<file path="src/rtl/light_phase_controller.sv">
// light_phase_controller: sequences the north-south and east-west signal
// heads and the pedestrian walk lamp from the 2-bit traffic mode. Day cycle,
// pedestrian walk insertion, emergency all-red pre-emption and night flashing
// are all handled by one timer-driven state machine. Outputs are decoded from
// registered state only.
module light_phase_controller #(
  parameter int DAY_GREEN   = 8,
  parameter int YELLOW_TIME = 3,
  parameter int RED_TIME    = 2,
  parameter int WALK_TIME   = 5,
  parameter int FLASH_HALF  = 4
) (
  input  logic       clk,
  input  logic       rstN,
  input  logic [1:0] trafficMode,
  output logic [1:0] nsLight,
  output logic [1:0] ewLight,
  output logic       walk,
  output logic [3:0] phase
);

  typedef enum logic [3:0] {
    NS_GRN = 4'd0,
    NS_YEL = 4'd1,
    CLR    = 4'd2,
    EW_GRN = 4'd3,
    EW_YEL = 4'd4,
    PED    = 4'd5,
    EMG    = 4'd6,
    NIGHT  = 4'd7
  } state_t;

  localparam logic [1:0] MODE_DAY   = 2'b00;
  localparam logic [1:0] MODE_NIGHT = 2'b01;
  localparam logic [1:0] MODE_PED   = 2'b10;
  localparam logic [1:0] MODE_EMG   = 2'b11;

  localparam logic [1:0] LAMP_RED    = 2'b00;
  localparam logic [1:0] LAMP_YELLOW = 2'b01;
  localparam logic [1:0] LAMP_GREEN  = 2'b10;
  localparam logic [1:0] LAMP_DARK   = 2'b11;

  // The timer holds "cycles left minus one", so each load is duration-1.
  localparam logic [7:0] GRN_LOAD   = 8'(DAY_GREEN - 1);
  localparam logic [7:0] YEL_LOAD   = 8'(YELLOW_TIME - 1);
  localparam logic [7:0] RED_LOAD   = 8'(RED_TIME - 1);
  localparam logic [7:0] WALK_LOAD  = 8'(WALK_TIME - 1);
  localparam logic [7:0] FLASH_LOAD = 8'(FLASH_HALF - 1);

  state_t     state_q, state_d;
  logic [7:0] timer_q, timer_d;
  logic       next_dir_q, next_dir_d;
  logic       ped_pending_q, ped_pending_d;
  logic       flash_q, flash_d;

  logic       emergency;
  logic       expired;
  logic       ped_request;

  assign emergency   = (trafficMode == MODE_EMG);
  assign expired     = (timer_q == 8'd0);
  // A request arriving in the very cycle CLR expires is still serviced.
  assign ped_request = ped_pending_q | (trafficMode == MODE_PED);

  // Next-state logic: timer countdown, phase sequencing and pre-emption.
  always_comb begin
    state_d       = state_q;
    timer_d       = expired ? timer_q : timer_q - 8'd1;
    next_dir_d    = next_dir_q;
    ped_pending_d = ped_request;
    flash_d       = flash_q;

    case (state_q)
      NS_GRN: begin
        if (emergency || expired) begin
          state_d = NS_YEL;
          timer_d = YEL_LOAD;
        end
      end
      NS_YEL: begin
        if (expired) begin
          state_d    = CLR;
          timer_d    = RED_LOAD;
          next_dir_d = 1'b1;
        end
      end
      EW_GRN: begin
        if (emergency || expired) begin
          state_d = EW_YEL;
          timer_d = YEL_LOAD;
        end
      end
      EW_YEL: begin
        if (expired) begin
          state_d    = CLR;
          timer_d    = RED_LOAD;
          next_dir_d = 1'b0;
        end
      end
      CLR: begin
        if (expired) begin
          if (emergency) begin
            state_d = EMG;
          end else if (ped_request) begin
            state_d       = PED;
            timer_d       = WALK_LOAD;
            ped_pending_d = 1'b0;
          end else if (trafficMode == MODE_NIGHT) begin
            state_d = NIGHT;
            timer_d = FLASH_LOAD;
            flash_d = 1'b0;
          end else if (next_dir_q) begin
            state_d = EW_GRN;
            timer_d = GRN_LOAD;
          end else begin
            state_d = NS_GRN;
            timer_d = GRN_LOAD;
          end
        end
      end
      PED: begin
        if (emergency) begin
          state_d = EMG;
        end else if (expired) begin
          state_d = next_dir_q ? EW_GRN : NS_GRN;
          timer_d = GRN_LOAD;
        end
      end
      EMG: begin
        if (!emergency) begin
          state_d    = CLR;
          timer_d    = RED_LOAD;
          next_dir_d = 1'b0;
        end
      end
      NIGHT: begin
        if (emergency) begin
          state_d = EMG;
        end else if (trafficMode != MODE_NIGHT) begin
          state_d    = CLR;
          timer_d    = RED_LOAD;
          next_dir_d = 1'b0;
        end else if (expired) begin
          flash_d = ~flash_q;
          timer_d = FLASH_LOAD;
        end
      end
      default: begin
        state_d = CLR;
        timer_d = RED_LOAD;
      end
    endcase
  end

  // State registers with synchronous active-low reset into all-red clearance.
  always_ff @(posedge clk) begin
    if (!rstN) begin
      state_q       <= CLR;
      timer_q       <= RED_LOAD;
      next_dir_q    <= 1'b0;
      ped_pending_q <= 1'b0;
      flash_q       <= 1'b0;
    end else begin
      state_q       <= state_d;
      timer_q       <= timer_d;
      next_dir_q    <= next_dir_d;
      ped_pending_q <= ped_pending_d;
      flash_q       <= flash_d;
    end
  end

  // Lamp decode from registered state; a green is only ever paired with red.
  always_comb begin
    nsLight = LAMP_RED;
    ewLight = LAMP_RED;
    walk    = 1'b0;
    case (state_q)
      NS_GRN: nsLight = LAMP_GREEN;
      NS_YEL: nsLight = LAMP_YELLOW;
      EW_GRN: ewLight = LAMP_GREEN;
      EW_YEL: ewLight = LAMP_YELLOW;
      PED:    walk    = 1'b1;
      NIGHT: begin
        nsLight = flash_q ? LAMP_DARK : LAMP_YELLOW;
        ewLight = flash_q ? LAMP_DARK : LAMP_RED;
      end
      default: begin
        nsLight = LAMP_RED;
        ewLight = LAMP_RED;
      end
    endcase
  end

  assign phase = state_q;

endmodule

</file>
<file path="config.mk">
export PLATFORM = sky130hd
export DESIGN_NAME = light_phase_controller
export DESIGN_NICKNAME = d
export VERILOG_FILES = /design/src/rtl/light_phase_controller.sv
export SDC_FILE = /design/constraint.sdc
export NUM_CORES = 1
export LEC_CHECK = 0
export CORE_MARGIN = 3
export CORE_UTILIZATION = 38
export DETAILED_ROUTE_END_ITERATION = 10
export GPL_ROUTABILITY_DRIVEN = 0
export PLACE_DENSITY_LB_ADDON = 0.08
export SYNTH_ARGS = -nofsm -noshare
export SYNTH_HDL_FRONTEND = slang
export SYNTH_SLANG_ARGS = --single-unit
</file>
<file path="constraint.sdc">
create_clock -name clk -period 2.4 [get_ports clk]
set_clock_uncertainty 0.15 [all_clocks]
set_input_delay 0.48 -clock clk [delete_from_list [all_inputs] [get_ports clk]]
set_output_delay 0.48 -clock clk [all_outputs]
set_load 0.05 [all_outputs]
</file>
==> results.json, run 1 <==
{
  "synth-main-ff-cell": "dfxtp_1",
  "die_x_um": 59.2,
  "portBuffers": 11,
  "hpwl_um": 2120,
  "yosys_warnings": 0,
  "yosysTopAreaCell": "dfxtp_1",
  "avgSynthCellArea_um2": 6.94,
  "min_path_type": "reg -> reg",
  "synth_edf_count": 0,
  "rows": 18,
  "tightest_slew_ps": 505,
  "grt_util_all_layers": 0.176,
  "ant_nets": 0,
  "rr_worst_depth": 9,
  "min_path_cells": 2,
  "crit_arrival_ps": 2270,
  "drt_wl_total_um": 2830,
  "synth_seq_cells": 14,
  "clk_pin_slew_ps": 90,
  "total_power_mw": 1.67,
  "initial_utilization": 0.415,
  "synthArstFlopShare": 0,
  "power_leakage_nw": 0.554,
  "syn_to_final_growth_pct": 28.8,
  "die-area_um2": 3510,
  "cts_root_buf": "clkbuf_4",
  "grt_pass1_wl_um": 4810,
  "placed_cells": 196,
  "synth_area_um2": 1080,
  "finalSetupViolCount": 0,
  "fmax_mhz": 445,
  "end_kind": "flip-flop",
  "clock_latency_ps": 290,
  "detailed_place.area_um2": 1310,
  "num_antenna_cells": 0,
  "finalInstanceArea_um2": 1390,
  "numClockSinks": 14,
  "drc": 0,
  "layout-drive-gt1-share": 0.256,
  "seq_area_frac_synth": 0.260,
  "yosysUniqueCellTypes": 43,
  "cts_buffers": 3,
  "slew_headroom": 0.663,
  "nNetsFinal": 179,
  "cts_tree": "done",
  "route.detailed.wl_per_inst_um": 14.0,
  "synth.top_cell.area_share": 0.260,
  "rsz0062_at_grt": "no",
  "startpoint_type": "flip-flop",
  "grt_pass1_vias": 1081,
  "period_needed_ps": 2250,
  "finalMaxSlewViolations": 0,
  "preCtsSetupSlack_ps": 2.07,
  "ioPinCount": 13,
  "yosys-top-cells-area": "dfxtp_1 (26%), a21oi_1 (8.4%), nor2_1 (6.3%)",
  "ir_worst_vdd_mv": 0.747,
  "max_cap_violations": 0,
  "grt_max_degree": 23,
  "antenna_found_initial": 0,
  "fin_ws_ps": 150,
  "chipHeight_um": 59.2,
  "first_pass_iters": 4,
  "fin_cells": 202,
  "htreeDepth": 1,
  "routed_via_density": 5.73,
  "hold_ws_ps": 348,
  "cts_buffer_depth": 2,
  "drtIter0Drc": 97,
  "crit_required_ps": 2420,
  "crit_fanout": 4,
  "criticalPathCategory": "reg -> reg",
  "finalHoldViolations": 0,
  "grt-ovfl-total": 0,
  "synth_cells": 155,
  "core_um2": 2590,
  "status": "finished, final reports clean",
  "syn_nets": 161,
  "period_share": 0.937,
  "vias": 1157,
  "power_density_nw_per_um2": 1210
}
critical path, cell delays in order, from the launching register on:
cell and delay (ps):
dfxtp_2 330, inv_2 60, ha_2 170, or4b_4 480
nor4_4 250, inv_4 70, ha_4 230, a31oi_1 160
o21ai_1 80, nand4b_1 170
timing repair:
action,in CTS,in global routing
resized for setup,11,2
pin swaps,4,1
hold buffers,0,0
setup buffers,2,0
endpoints found under the setup margin,1,6
report_power, final:
| group | total, mW | internal (mW) | leakage [nW] | switching (mW) |
|---|---|---|---|---|
| combinational | 1.04 | 0.476 | 0.417 | 0.568 |
| clock | 0.177 | 0.0923 | 0.0210 | 0.0852 |
| sequential | 0.452 | 0.315 | 0.116 | 0.136 |
| total | 1.67 | 0.883 | 0.554 | 0.790 |
kinds of logic (layout without fill, tap and decap cells):
logic type / after synthesis / in the layout / synth area share
AOI/OAI and AO/OA: 49 / 49 / 0.281
DFF: 14 / 14 / 0.260
other: 1 / 1 / 0.00349
xor gates and xnor gates: 5 / 5 / 0.0407
and+or+nand+nor: 63 / 63 / 0.300
muxes: 2 / 2 / 0.0186
adders and majority gates: 2 / 2 / 0.0233
buffers and inverters: 19 / 36 / 0.0721
state kept, by name (all words and copies together), names as in the netlist:
register       cells
next_dir_q         1
flash_q            1
phase              3
timer_q            8
ped_pending_q      1
routing by layer:
layer	vias to the layer above	track usage	routed length, um
met1	537	0.216	1240
met3	2	0.0414	131
met2	31	0.306	1440
li1	587	-	-
met5	-	0	0
met4	0	0.0453	20
metrics by stage:
step / util / TNS (ps)
5_1_grt: 0.535 / 0
3_3_place_gp: 0.506 / 0
2_1_floorplan: - / -57.1
3_5_place_dp: 0.506 / 0
6_report: 0.535 / 0
4_1_cts: 0.534 / 0
placed cells by master, fill, tap and decap left out, types with 2 or more instances in the layout:
master            n
nand3_1           7
a211oi_1          2
clkdlybuf4s50_1   3
inv_2             2
inv_1             6
clkbuf_4          3
mux2i_1           2
nand2b_1          3
a31oi_1           3
dfxtp_1           9
o21ai_0           8
nor3_1            4
o21ai_1           4
buf_4            15
dfxtp_2           5
buf_12            3
xnor2_1           5
or3_1             4
nand2_1          16
a21oi_1          16
nor2_1           18
cells in the mapped netlist (2+ instances only):
master and count:
a31oi_1 3, dfxtp_1 14, a21oi_1 18, a21boi_0 2
nor3_1 4, nand2b_1 3, xnor2_1 5, o21ai_0 13
clkbuf_1 8, or3_1 4, a211oi_1 2, ha_1 2
mux2i_1 2, nand3_1 7, inv_1 8, nand2_1 16
nor2_1 18
area by class of cell:
class | count | area [um^2]
well taps | 30 | 37.5
repair buffers | 23 | 226
fillers | 248 | 1200
clock buffers | 4 | 36.3
flip-flops and latches | 14 | 287
inverters | 9 | 36.3
multi-input cells | 122 | 763
final timing paths:
| check | start | endpoint | slack, ps |
|---|---|---|---|
| max | timer_q[1] | timer_q[0] | 150 |
| min | timer_q[3] | timer_q[3] | 350 |
| min reg2reg | timer_q[3] | timer_q[3] | 350 |
| max reg2reg | timer_q[1] | timer_q[0] | 150 |
Power figures use the tool's default switching activity.
==> run 2, diff against run 1 <==
REMOVE_ABC_BUFFERS = 1   (was unset)
clock period = 2.2 ns   (was 2.4 ns; I/O delays follow)
==> run 2 against run 1 <==
The run now ends with negative setup slack left. Global-route usage up 1.6 points. Cell count rose by 5.9%. Power up 25%. Count of clock-buffer cells in the layout unchanged. Maximum frequency rose by 1.0%. Setup slack worse by 180 ps. Sequential power down 2%. First-iteration DRC count decreased by 51%. Register-to-register slack worse by 180 ps. Critical path type unchanged. Final area up 13%. Utilization rose by 6.8 points.
==> results.json, run 2 (same netlist as run 1, synthesis figures left out) <==
{
  "finalMaxSlewViolations": 0,
  "period_share": 1.01,
  "rsz0062_at_grt": "yes",
  "nNetsFinal": 191,
  "ant_nets": 0,
  "grt_pass1_vias": 1203,
  "core_um2": 2590,
  "multi_input_area_um2": 795,
  "grt-ovfl-total": 0,
  "routed_via_density": 5.69,
  "initial_utilization": 0.415,
  "final_common_cell": "buf_4",
  "finalSetupViolCount": 1,
  "grt_util_all_layers": 0.192,
  "die_x_um": 59.2,
  "vias": 1217,
  "grt_pass1_wl_um": 5220,
  "clock_latency_ps": 290,
  "detailed_place.area_um2": 1390,
  "status": "complete, but fails checks",
  "numClockSinks": 14,
  "crit_fanout": 5,
  "startpoint_type": "flip-flop",
  "largest_reg_flops": 8,
  "cts_buffers": 3,
  "max_cap_violations": 0,
  "htreeDepth": 1,
  "cts_tree": "done",
  "total_power_mw": 2.10,
  "power_density_nw_per_um2": 1340,
  "holdBufCountCts": 0,
  "finalInstanceArea_um2": 1560,
  "drtIter0Drc": 48,
  "ioPinCount": 13,
  "drt_wl_total_um": 3110,
  "crit_required_ps": 2250,
  "preCtsSetupSlack_ps": -126,
  "antenna_found_initial": 0,
  "register_area_um2": 284,
  "violations": "negative setup slack",
  "grt_max_degree": 17,
  "fmax_mhz": 449,
  "cts_buffer_depth": 2,
  "num_antenna_cells": 0,
  "crit_arrival_ps": 2280,
  "clk_pin_slew_ps": 100,
  "ir_worst_vdd_mv": 0.781,
  "rows": 18,
  "n_fill_cell": 244,
  "regMostFlops": "timer_q",
  "period_needed_ps": 2230,
  "fin_ws_ps": -26.4,
  "portBuffers": 11,
  "min_path_type": "reg -> reg",
  "power_leakage_nw": 0.631,
  "tns_ps": -26.4,
  "die-area_um2": 3510,
  "hpwl_um": 2230,
  "end_kind": "flip-flop",
  "criticalPathCategory": "reg -> reg",
  "route.detailed.wl_per_inst_um": 14.5,
  "syn_to_final_growth_pct": 45.2,
  "finalHoldViolations": 0,
  "chipHeight_um": 59.2,
  "layout-drive-gt1-share": 0.299,
  "hold_ws_ps": 349,
  "layout_common_cells": "buf_4 (23), nor2_1 (18), a21oi_1 (17), nand2_1 (16), dfxtp_1 (11)",
  "cts_root_buf": "clkbuf_4",
  "first_pass_iters": 4,
  "drc": 0
}
run 2: metrics by stage:
step,instances,util
finish,214,0.603
CTS,212,0.577
global placement,203,0.537
detailed placement,203,0.537
floorplan,145,-
global route,214,0.603
run 2: layout make-up:
type | count | area share
repair buffers | 35 | 0.239
flip-flops and latches | 14 | 0.182
clock buffers | 4 | 0.0232
well taps | 30 | 0.0240
inverters | 9 | 0.0232
multi-input cells | 122 | 0.508
run 2: worst paths after layout:
path / start / end / slack (ps) / depth (start not counted)
max: timer_q[0] / next_dir_q / -30 / 9
min: timer_q[3] / timer_q[3] / 350 / 2
max reg2reg: timer_q[0] / next_dir_q / -30 / 9
min reg2reg: timer_q[3] / timer_q[3] / 350 / 2
run 2: critical path, stage by stage, from the launching register on:
cell	delay (ps)
dfxtp_2	330
inv_2	70
ha_4	120
or4b_4	470
nor4_4	220
inv_4	70
buf_6	140
a221oi_4	270
nor2_1	60
a311oi_1	240
run 2: power breakdown:
part	total, mW	internal [mW]	switching (mW)
clock network	0.195	0.101	0.0942
logic	1.46	0.700	0.759
registers	0.442	0.341	0.100
total	2.10	1.14	0.954
run 2: routing by layer:
layer / global-route usage / vias to the layer above / part of all wire / wire, um
met5: 0 / - / 0 / 0
met4: 0.0583 / 0 / 0.011 / 33
met3: 0.0458 / 4 / 0.052 / 161
met2: 0.326 / 32 / 0.51 / 1570
met1: 0.238 / 570 / 0.43 / 1340
li1: - / 611 / - / -
run 2: repair_timing:
action                                  4_1_cts  5_1_grt
pin swaps                                     1        4
buffers inserted                              5        4
gates resized for setup                       9       11
gates cloned                                  0        0
endpoints found under the setup margin        2       12
==> run 3, diff against run 2 <==
CTS_CLUSTER_SIZE = 14   (was unset)
SLEW_MARGIN = 40   (was unset)
==> results of run 3 <==
The final DEF is identical to that of run 2; final timing and power are the same.
